File: src/rtl/snn_encoder_pkg.sv
// Shared types and helpers for the spike rate encoder: FSM state encoding,
// LFSR geometry and per-channel seed derivation.
package snn_encoder_pkg;

    typedef enum logic [1:0] {
        IDLE = 2'd0,
        RUN  = 2'd1,
        DONE = 2'd2
    } enc_state_t;

    localparam int unsigned LFSR_WIDTH = 16;
    localparam logic [LFSR_WIDTH-1:0] LFSR_TAPS = 16'hB400;

    // Channel i seed is the base seed XOR (i+1); callers keep it nonzero.
    function automatic logic [LFSR_WIDTH-1:0] channel_seed(
        input logic [LFSR_WIDTH-1:0] base,
        input int unsigned           idx
    );
        return base ^ LFSR_WIDTH'(idx + 1);
    endfunction

    // One step of a right-shifting Galois LFSR.
    function automatic logic [LFSR_WIDTH-1:0] lfsr_step(
        input logic [LFSR_WIDTH-1:0] v
    );
        return v[0] ? ((v >> 1) ^ LFSR_TAPS) : (v >> 1);
    endfunction

endpackage

File: src/rtl/spike_rate_encoder_if.sv
// Image handshake between the pixel source and the spike rate encoder.
interface spike_rate_encoder_if #(
    parameter int unsigned NUM_INPUTS  = 1,
    parameter int unsigned PIXEL_WIDTH = 8
);

    logic                              pixel_valid;
    logic                              pixel_ready;
    logic [NUM_INPUTS*PIXEL_WIDTH-1:0] pixel_data;

    modport master (
        output pixel_valid,
        output pixel_data,
        input  pixel_ready
    );

    modport slave (
        input  pixel_valid,
        input  pixel_data,
        output pixel_ready
    );

endinterface

File: src/rtl/snn_lfsr.sv
// 16-bit Galois LFSR (taps 16'hB400, shift right) that steps only when
// advance is high and reloads its seed on reset.
module snn_lfsr
    import snn_encoder_pkg::*;
#(
    parameter logic [LFSR_WIDTH-1:0] SEED = 16'hACE1
) (
    input  logic                  clk,
    input  logic                  rst,
    input  logic                  advance,
    output logic [LFSR_WIDTH-1:0] value
);

    // Seed on reset, otherwise step once per advance cycle.
    always_ff @(posedge clk) begin
        if (rst) begin
            value <= SEED;
        end else if (advance) begin
            value <= lfsr_step(value);
        end
    end

endmodule

File: src/rtl/spike_rate_encoder.sv
// Rate-coded spike encoder: latches an image of NUM_INPUTS intensities and
// emits NUM_TIMESTEPS registered spike vectors, where channel i spikes when
// its LFSR sample is below its intensity, followed by a one-cycle done pulse.
// Optional macro SPIKE_ENCODER_COUNT_EN adds per-channel spike counters on
// the spike_count port.
module spike_rate_encoder
    import snn_encoder_pkg::*;
#(
    parameter int unsigned     NUM_INPUTS    = 1,
    parameter int unsigned     PIXEL_WIDTH   = 8,
    parameter int unsigned     NUM_TIMESTEPS = 32,
    parameter logic [15:0]     LFSR_SEED     = 16'hACE1
) (
    input  logic                                  clk,
    input  logic                                  rst,
    spike_rate_encoder_if.slave                   pixel,
    output logic [NUM_INPUTS-1:0]                 spike_out,
    output logic                                  spike_valid,
    output logic [$clog2(NUM_TIMESTEPS+1)-1:0]    timestep,
    output logic                                  done
`ifdef SPIKE_ENCODER_COUNT_EN
    ,
    output logic [NUM_INPUTS*$clog2(NUM_TIMESTEPS+1)-1:0] spike_count
`endif
);

    localparam int unsigned TW = $clog2(NUM_TIMESTEPS + 1);

    enc_state_t state;
    enc_state_t state_next;

    logic [NUM_INPUTS*PIXEL_WIDTH-1:0] pix_q;
    logic [TW-1:0]                     step_q;
    logic                              ready_q;
    logic                              accept;
    logic                              running;
    logic                              last_step;

    logic [LFSR_WIDTH-1:0]             lfsr_val [NUM_INPUTS];
    logic [NUM_INPUTS-1:0]             unused_lfsr;
    logic [NUM_INPUTS-1:0]             spike_cmp;

    logic [NUM_INPUTS-1:0]             spike_d;
    logic                              valid_d;
    logic                              done_d;
    logic                              ready_d;

    assign pixel.pixel_ready = ready_q;
    assign accept            = (state == IDLE) && pixel.pixel_valid && ready_q;
    assign running           = (state == RUN);
    assign last_step         = (step_q == TW'(NUM_TIMESTEPS - 1));

    // One free-running-in-RUN LFSR per channel, each with its own seed.
    for (genvar g = 0; g < NUM_INPUTS; g++) begin : g_lfsr
        snn_lfsr #(
            .SEED(channel_seed(LFSR_SEED, g))
        ) u_lfsr (
            .clk     (clk),
            .rst     (rst),
            .advance (running),
            .value   (lfsr_val[g])
        );
        // Only the low PIXEL_WIDTH bits feed the comparator.
        assign unused_lfsr[g] = ^lfsr_val[g];
    end

    // Per-channel unsigned strict less-than of LFSR sample against intensity.
    always_comb begin
        spike_cmp = '0;
        for (int unsigned i = 0; i < NUM_INPUTS; i++) begin
            spike_cmp[i] = lfsr_val[i][PIXEL_WIDTH-1:0] < pix_q[i*PIXEL_WIDTH +: PIXEL_WIDTH];
        end
    end

    // State register.
    always_ff @(posedge clk) begin
        if (rst) begin
            state <= IDLE;
        end else begin
            state <= state_next;
        end
    end

    // Next-state logic: IDLE -> RUN on accept, RUN for NUM_TIMESTEPS cycles, one DONE cycle.
    always_comb begin
        state_next = state;
        unique case (state)
            IDLE:    if (accept) state_next = RUN;
            RUN:     if (last_step) state_next = DONE;
            DONE:    state_next = IDLE;
            default: state_next = IDLE;
        endcase
    end

    // Output decode: next values of the registered outputs for the current state.
    always_comb begin
        spike_d = '0;
        valid_d = 1'b0;
        done_d  = 1'b0;
        ready_d = (state_next == IDLE);
        unique case (state)
            RUN: begin
                spike_d = spike_cmp;
                valid_d = 1'b1;
            end
            DONE: begin
                done_d = 1'b1;
            end
            default: begin
            end
        endcase
    end

    // Registered outputs; ready is registered from the next state so an image
    // can be taken on the edge right after the done pulse is launched.
    always_ff @(posedge clk) begin
        if (rst) begin
            spike_out   <= '0;
            spike_valid <= 1'b0;
            done        <= 1'b0;
            ready_q     <= 1'b1;
        end else begin
            spike_out   <= spike_d;
            spike_valid <= valid_d;
            done        <= done_d;
            ready_q     <= ready_d;
        end
    end

    // Image latch and timestep counter.
    always_ff @(posedge clk) begin
        if (rst) begin
            pix_q    <= '0;
            step_q   <= '0;
            timestep <= '0;
        end else if (accept) begin
            pix_q  <= pixel.pixel_data;
            step_q <= '0;
        end else if (running) begin
            timestep <= step_q;
            step_q   <= last_step ? '0 : step_q + TW'(1);
        end
    end

`ifdef SPIKE_ENCODER_COUNT_EN
    // Per-channel spike counters: cleared at accept, count every registered spike.
    always_ff @(posedge clk) begin
        if (rst || accept) begin
            spike_count <= '0;
        end else if (running) begin
            for (int unsigned i = 0; i < NUM_INPUTS; i++) begin
                if (spike_cmp[i]) begin
                    spike_count[i*TW +: TW] <= spike_count[i*TW +: TW] + TW'(1);
                end
            end
        end
    end
`endif

endmodule

File: src/flat_wrapper.sv
// flat-port wrapper written by rule: the top's interface ports become plain ports
module spike_rate_encoder_flat import snn_encoder_pkg::*;
#(
    parameter int unsigned     NUM_INPUTS    = 1,
    parameter int unsigned     PIXEL_WIDTH   = 8,
    parameter int unsigned     NUM_TIMESTEPS = 32,
    parameter logic [15:0]     LFSR_SEED     = 16'hACE1
)
  (clk, rst, spike_out, spike_valid, timestep, done, pixel_pixel_valid, pixel_pixel_data, pixel_pixel_ready);
  spike_rate_encoder_if #(.NUM_INPUTS(NUM_INPUTS), .PIXEL_WIDTH(PIXEL_WIDTH)) pixel_i ();
  input  logic clk;
  input  logic rst;
  output logic [NUM_INPUTS-1:0] spike_out;
  output logic spike_valid;
  output logic [$clog2(NUM_TIMESTEPS+1)-1:0] timestep;
  output logic done;
  input wire logic [$bits(pixel_i.pixel_valid)-1:0] pixel_pixel_valid;
  input wire logic [$bits(pixel_i.pixel_data)-1:0] pixel_pixel_data;
  output wire logic [$bits(pixel_i.pixel_ready)-1:0] pixel_pixel_ready;
  assign pixel_i.pixel_valid = pixel_pixel_valid;
  assign pixel_i.pixel_data = pixel_pixel_data;
  assign pixel_pixel_ready = pixel_i.pixel_ready;
  spike_rate_encoder #(.NUM_INPUTS(NUM_INPUTS), .PIXEL_WIDTH(PIXEL_WIDTH), .NUM_TIMESTEPS(NUM_TIMESTEPS), .LFSR_SEED(LFSR_SEED)) u_core (.clk(clk), .rst(rst), .pixel(pixel_i), .spike_out(spike_out), .spike_valid(spike_valid), .timestep(timestep), .done(done));
endmodule
File: config.mk
export PLATFORM = sky130hd
export DESIGN_NAME = spike_rate_encoder_flat
export DESIGN_NICKNAME = d
export VERILOG_FILES = /design/src/rtl/snn_encoder_pkg.sv /design/src/rtl/spike_rate_encoder_if.sv /design/src/rtl/snn_lfsr.sv /design/src/rtl/spike_rate_encoder.sv /design/src/flat_wrapper.sv
export SDC_FILE = /design/constraint.sdc
export NUM_CORES = 1
export LEC_CHECK = 0
export BUFFER_PORTS_ARGS = -buffer_cell sky130_fd_sc_hd__buf_2
export CAP_MARGIN = 20
export CORE_ASPECT_RATIO = 1.2
export CORE_MARGIN = 4
export CORE_UTILIZATION = 56
export CTS_CLUSTER_DIAMETER = 200
export DETAILED_ROUTE_END_ITERATION = 8
export PLACE_DENSITY = 0.77
export RECOVER_POWER = 50
export SYNTH_ARGS = -nofsm -noshare
export SYNTH_HDL_FRONTEND = slang
export SYNTH_SLANG_ARGS = --single-unit
export TNS_END_PERCENT = 100
File: constraint.sdc
create_clock -name clk -period 1.7 [get_ports clk]
set_input_delay 0.34 -clock clk [delete_from_list [all_inputs] [get_ports clk]]
set_output_delay 0.34 -clock clk [all_outputs]
set_load 0.1 [all_outputs]
==> results.toml, run 1 <==
[clock_tree]
cts.hold.buffers_added = 0
cts_setup_buffers = 0
insertion_delay_ps = 340
cts.sinks = 42
cts_resized = 0
htree_levels = 2
cts-root-buf = "clkbuf_4"
path_clk_slew_ps = 130
cts.path.max_buffers = 2
tritoncts = "built"
cts-buffers-inserted = 5

[critical_path]
cp.arrival_ps = 1150
slowest_delay_ps = 440
crit_family = "buffers and inverters"
crit_buf_inv = 1
path_class = "reg2out"
startpoint_type = "flip-flop"
cp_max_fo = 3
path_cells = "buf_2"
crit_required_ps = 1360
crit_path_end_kind = "output pin"
crit_path_top_delay_cell = "buf_2"

[status]
status = "completed"

[placement]
place_congestion = 0.781
dp_hpwl_um = 2550
port_buffers = 20
place_ws_ps = 322

[grt]
grt_pass1_wl_um = 6160
grt_overflow = 0
grt_max_degree = 28
grtUsageTotal = 0.190
grt_pass1_vias = 1455
grt_antenna_before_repair = 0

[power_and_ir_drop]
clockPowerShare = 0.313
p_sw_uw = 510
leakagePower_uw = 0.000797
powerDensity_nw_per_um2 = 999
total_power_uw = 1960
p_sw_frac = 0.260
seq_power_share = 0.549
p_comb_frac = 0.137
ir_drop_uv = 850
internal_power_uw = 1450

[synthesis]
ys_ff_latch = 42
synth.net_count = 225
synth_top_area_cell = "dfxtp_1"
yosysSeqAreaShare = 0.483
synthSimpleGateAreaFrac = 0.247
synth_top_area_share = 0.483
synthArstFlopShare = 0
synth_area_leaders = "dfxtp_1, nand2_1, a21oi_1"
synthCells = 206
ys_warn_count = 0
ys.flop_type = "dfxtp_1"
avgSynthCellArea_um2 = 8.45
synth_most_common_cell = "nand2_1"
synth-edff-count = 0
synth_compound_area_frac = 0.142
synthTopCellsByCount = "nand2_1, dfxtp_1, a21oi_1"
synth-xor-area-share = 0.0201
synth_top_family_by_area = "simple AND/OR/NAND/NOR gates"
netlist_area_um2 = 1740
muxShareOfSynthArea = 0
synthAdderAreaFrac = 0.0575
synth_cell_types = 34

[floorplan]
core-area_um2 = 2890
rows = 21
die_w_um = 58.9
initial_core_util = 0.602
ios = 21
dieHeight_um = 69.1
die_area_um2 = 4070

[drt]
vias = 1458
post-route-drc-count = 0
wl_per_cell_um = 13.4
drtPass1Iterations = 4
first_iter_violations = 58
via_per_inst = 5.52
postRouteAntennaNets = 0
finalWirelength_um = 3530

[sta]
post-route-min-period_ps = 1490
finalHoldViolCount = 0
setup_viol = 0
fin_crit_sh = 0.879
fin_setup_tns_ps = 0
slew_viol_final = 0
tightest_slew_ps = 490
fin_skew_ps = 19.5
layout_setup_ws_ps = 205
slew_headroom = 0.676
rsz0062_at_grt = "no"
clock.fmax_ghz = 0.669

[flow_run]
drv_cap = 0

[cells_and_area]
area_growth_pct = 12.5
nNetsFinal = 248
drive_above_1_share = 0.148
diodes = 0
fillers = 248

[hold_path]
hold_path.class = "in2reg"
[sequential cells by signal, summed over array words and instances, names as in the netlist]
signal / flops
u_core.spike_valid: 1
u_core.spike_out: 1
u_core.done: 1
u_core.step_q: 6
u_core.timestep: 6
u_core.state: 2
u_core.pixel.pixel_ready: 1
u_core.g_lfsr.u_lfsr.value: 16
u_core.pix_q: 8
[cell families after synthesis]
| kind of cell | Yosys count |
|---|---|
| flip-flops | 42 |
| buffers and inverters | 21 |
| AND/OR/NAND/NOR | 88 |
| adder cells (fa/ha/maj) | 8 |
| AO/OA/AOI/OAI | 43 |
| XOR/XNOR | 4 |
[through the flow]
step	hold slack (ps)	std cells	util	cell area, µm²
floorplan	432	206	-	1740
detailed placement	446	256	0.654	1890
CTS	204	264	0.680	1960
global placement	437	256	0.654	1890
global route	197	264	0.677	1960
finish	215	264	0.677	1960
[layout make-up]
class / count / area (µm²) / share of cell area
Clock buffer: 7 / 45.0 / 0.0230
Sequential cell: 42 / 841 / 0.429
Timing Repair Buffer: 28 / 154 / 0.0786
Tap cell: 34 / 42.5 / 0.0217
Inverter: 9 / 33.8 / 0.0173
Clock inverter: 1 / 30.0 / 0.0153
Multi-Input combinational cell: 143 / 812 / 0.415
[power groups by stage]
stage / sequential (µW) / combinational, µW / clock [µW]
after floorplan: 1130 / 161 / 0
after global placement: 1090 / 260 / 0
after detailed placement: 1100 / 269 / 0
after CTS: 1070 / 272 / 631
after global routing: 1080 / 300 / 672
final: 1080 / 268 / 613
[layout by cell type (no fill, tap or decap), types with 4 or more instances in the layout]
master,n
inv_1,9
nand2_1,58
xnor2_1,4
a21oi_1,27
o21ai_0,5
dfxtp_1,42
nor2_1,6
buf_2,20
ha_1,8
buf_4,6
clkbuf_4,5
nand3b_1,6
[path summary, 6_finish.rpt]
kind,start,to,slack [ps],depth (start not counted)
worst min register to register,u_core.timestep[0],u_core.timestep[0],460,2
worst min-delay path,pixel_pixel_data[0],u_core.pix_q[0],220,3
worst max-delay path,u_core.pixel.pixel_ready,pixel_pixel_ready,210,1
worst max register to register,u_core.state[0],u_core.pix_q[6],230,4
[layer usage]
layer,part of all wire,vias up,wire [µm],GRT usage
met5,0,-,0,0
met4,0.012,0,42,0.0705
met3,0.052,8,184,0.0616
met2,0.50,34,1760,0.311
met1,0.44,675,1540,0.226
li1,-,741,-,-
No activity file was read; power rests on OpenSTA's default activity.
==> run 2: changes to the inputs <==
Settings changed: CELL_PAD_IN_SITES_DETAIL_PLACEMENT set to 1, CELL_PAD_IN_SITES_GLOBAL_PLACEMENT set to 1, CORE_UTILIZATION 56 to 42, PLACE_DENSITY 0.77 to not set, PLACE_DENSITY_LB_ADDON set to 0.1, SLEW_MARGIN set to 20.
==> results.toml, run 2 (synthesized netlist as in run 1, its figures left out) <==
[status]
status = "completed"

[sta]
finalHoldViolCount = 0
fin_setup_tns_ps = 0
setup_viol = 0
slew_headroom = 0.640
layout_setup_ws_ps = 257
clock.fmax_ghz = 0.693
post-route-min-period_ps = 1440
tightest_slew_ps = 542
fin_skew_ps = 6.70
slew_viol_final = 0
fin_crit_sh = 0.849
rsz0062_at_grt = "no"

[clock_tree]
cts-root-buf = "clkbuf_8"
cts-buffers-inserted = 5
cts.sinks = 42
cts.path.max_buffers = 2
insertion_delay_ps = 300
cts.hold.buffers_added = 0
cts_setup_buffers = 0
htree_levels = 2
cts_resized = 0
path_clk_slew_ps = 80
tritoncts = "built"

[cells_and_area]
diodes = 0
layout.cells.most_common_list = "nand2_1, dfxtp_1, a21oi_1, buf_2, inv_1"
largestRegisters = "u_core.g_lfsr.u_lfsr.value: 16 flops, u_core.pix_q: 8 flops"
post_layout_nonfiller_instances = 284
area_growth_pct = 17.8
drive_above_1_share = 0.157
layout_commonest_cell = "nand2_1"
largest_reg_flops = 16
largest-register = "u_core.g_lfsr.u_lfsr.value"
nNetsFinal = 248

[hold_path]
min_to = "u_core.pix_q[0]"
hold_path.class = "in2reg"
hold_start = "pixel_pixel_data[0]"
min_path_cells = 3

[drt]
vias = 1469
via_per_inst = 5.17
postRouteAntennaNets = 0
first_iter_violations = 120
drtPass1Iterations = 4
wl_per_cell_um = 14.7
post-route-drc-count = 0
finalWirelength_um = 4170

[critical_path]
cp.arrival_ps = 1100
r2r_start = "u_core.g_lfsr[0].u_lfsr.value[7]"
crit_path_end_kind = "output pin"
r2r-end = "u_core.spike_out"
crit_buf_inv = 1
crit_path_top_delay_cell = "buf_2"
slowest_delay_ps = 440
path_class = "reg2out"
path_cells = "buf_2"
crit_cells = 1
ff2ff_path_depth = 4
startpoint_type = "flip-flop"
crit_family = "buffers and inverters"
cp_max_fo = 2
crit_required_ps = 1360
reg2reg_setup_slack_ps = 280

[power_and_ir_drop]
total_power_uw = 2310
ir_drop_uv = 617
powerDensity_nw_per_um2 = 1130
leakagePower_uw = 0.000824

[placement]
port_buffers = 20
dp_hpwl_um = 3070
place_ws_ps = 296
place_congestion = 0.760
dp_cells = 276

[grt]
grt_pass1_wl_um = 7000
grt_max_degree = 29
grt_overflow = 0
grt_antenna_before_repair = 0
grt_pass1_vias = 1540
grtUsageTotal = 0.174

[floorplan]
ios = 21
rows = 25
core-area_um2 = 3970
die_w_um = 66.8
die_area_um2 = 5240
initial_core_util = 0.438
dieHeight_um = 78.5

[flow_run]
drv_cap = 0
run 2: layout make-up:
class	instances	area, µm²
fill	509	1920
sequential	42	841
multi-input combinational	143	812
timing repair buffer	28	154
clock buffer	6	82.6
tap	54	67.6
clock inverter	2	60.1
inverter	9	33.8
run 2: metrics by stage:
| stage | util | cell area [µm²] | hold slack, ps |
|---|---|---|---|
| after floorplan | - | 1740 | 432 |
| after global placement | 0.482 | 1910 | 438 |
| after detailed placement | 0.482 | 1910 | 450 |
| after CTS | 0.518 | 2060 | 273 |
| after global routing | 0.516 | 2050 | 287 |
| final | 0.516 | 2050 | 277 |
run 2: where the power goes:
part           internal [µW]  switching, µW  leakage, µW
Sequential              1040           40.5     0.000343
Clock                    626            342    0.0000714
Combinational           97.0            171     0.000410
run 2: tightest hold or removal path: cells and delay by family:
kind | cells | cell delay (ps)
AOI/OAI and AO/OA | 1 | 50
and+or+nand+nor | 1 | 50
buffers and inverters | 1 | 90
run 2: layer usage:
metal / up-vias / track usage / share of wire
li1: 734 / - / -
met1: 700 / 0.216 / 0.45
met2: 25 / 0.295 / 0.50
met3: 10 / 0.0286 / 0.030
met4: 0 / 0.0711 / 0.017
met5: - / 0 / 0
run 2: worst max path at each step:
stage | start | endpoint
floorplan | u_core.pixel.pixel_ready | u_core.pix_q[7]
global placement | u_core.g_lfsr[0].u_lfsr.value[7] | u_core.spike_out
detailed placement | u_core.g_lfsr[0].u_lfsr.value[7] | u_core.spike_out
CTS | u_core.timestep[2] | timestep[2]
global route | u_core.step_q[0] | u_core.state[0]
finish | u_core.timestep[2] | timestep[2]
==> run 3: changes to the inputs <==
Clock period 1.7 ns to 1.5 ns, I/O delays scaled along.
==> results.toml, run 3 (synthesized netlist as in run 1, its figures left out) <==
[clock_tree]
htree_levels = 2
path_clk_slew_ps = 80
insertion_delay_ps = 290
cts-buffers-inserted = 5
tritoncts = "built"
cts-root-buf = "clkbuf_8"
cts.sinks = 42
cts.path.max_buffers = 2

[cells_and_area]
layout_commonest_cell = "nand2_1"
nNetsFinal = 252
final_area_um2 = 2040
drive_above_1_share = 0.171
diodes = 0
area_growth_pct = 17.5
largest_reg_flops = 16
largest-register = "u_core.g_lfsr.u_lfsr.value"
largestRegisters = "u_core.g_lfsr.u_lfsr.value: 16 flops, u_core.pix_q: 8 flops"
layout.cells.most_common_list = "nand2_1, dfxtp_1, a21oi_1, buf_2"

[critical_path]
crit_path_end_kind = "flip-flop"
cp_max_fo = 2
cp.arrival_ps = 1650
reg2reg_setup_slack_ps = 90
startpoint_type = "flip-flop"
path_class = "reg2reg"
crit_required_ps = 1740
ff2ff_path_depth = 5

[sta]
fin_skew_ps = 3.86
holdWs_ps = 244
fin_crit_sh = 0.941
post-route-min-period_ps = 1410
rsz0062_at_grt = "no"
slew_viol_final = 0
setup_viol = 0
finalHoldViolCount = 0
slew_headroom = 0.639
fin_setup_tns_ps = 0
layout_setup_ws_ps = 88.2
tightest_slew_ps = 543
clock.fmax_ghz = 0.708

[floorplan]
initial_core_util = 0.438
core-area_um2 = 3970
die_area_um2 = 5240
die_w_um = 66.8
rows = 25
ios = 21
dieHeight_um = 78.5

[placement]
dp_hpwl_um = 2980
place_area_um2 = 1950
place_congestion = 0.727
port_buffers = 20
place_ws_ps = 126

[grt]
grt_pass1_vias = 1564
grt_max_degree = 36
grt_pass1_wl_um = 7180
grtUsageTotal = 0.175
grt_overflow = 0
grt_antenna_before_repair = 0

[drt]
via_per_inst = 5.06
drtPass1Iterations = 4
wl_per_cell_um = 14.2
first_iter_violations = 89
post-route-drc-count = 0
postRouteAntennaNets = 0
vias = 1458
finalWirelength_um = 4080

[power_and_ir_drop]
powerDensity_nw_per_um2 = 1120
leakagePower_uw = 0.000820
total_power_uw = 2290
ir_drop_uv = 565

[hold_path]
hold_path.class = "in2reg"
min_path_cells = 3

[status]
status = "completed"

[flow_run]
drv_cap = 0
==> run 3: path summary, 6_finish.rpt <==
kind                                          to                start
worst max-delay path            u_core.spike_out      u_core.pix_q[7]
worst min-delay path             u_core.pix_q[4]  pixel_pixel_data[4]
worst max register to register  u_core.spike_out      u_core.pix_q[7]
worst min register to register   u_core.pix_q[1]      u_core.pix_q[1]
==> run 3: layout make-up <==
cell class                 instances  area [µm²]
inverter                           9        33.8
sequential                        42         842
tap                               54        67.6
clock buffer                       7        86.3
multi-input combinational        143         817
clock inverter                     1        5.00
fill                             522        1930
timing repair buffer              32         193
==> run 3: worst max-delay path: stages, from the launching register on <==
cell and delay [ps]:
dfxtp_1 340, inv_1 50, ha_1 160, or4b_1 540, a21oi_2 130, o211a_1 150
==> run 3: report_power, final <==
part           switching [µW]  total, µW  internal (µW)
clock                     372        744            372
sequential               44.2       1220           1170
combinational             201        324            123
total                     617       2290           1670
==> run 3: metal layers <==
metal	up-vias	global-route usage	wire length, µm	share of wire
met5	-	0	0	0
met4	0	0.0488	34	0.0083
met3	4	0.0386	91	0.022
met2	20	0.299	2070	0.51
met1	688	0.219	1880	0.46
li1	746	-	-	-
==> run 3: through the flow <==
step                      instances  utilization
final                           288        0.515
after global routing            288        0.515
after CTS                       287        0.514
after detailed placement        279        0.491
after global placement          279        0.491
after floorplan                 206            -
==> run 3: what timing repair did <==
action / CTS / global route
endpoints found under the setup margin: 0 / 2
gates resized for setup: 0 / 2
setup buffers: 0 / 1
hold buffers: 0 / 0
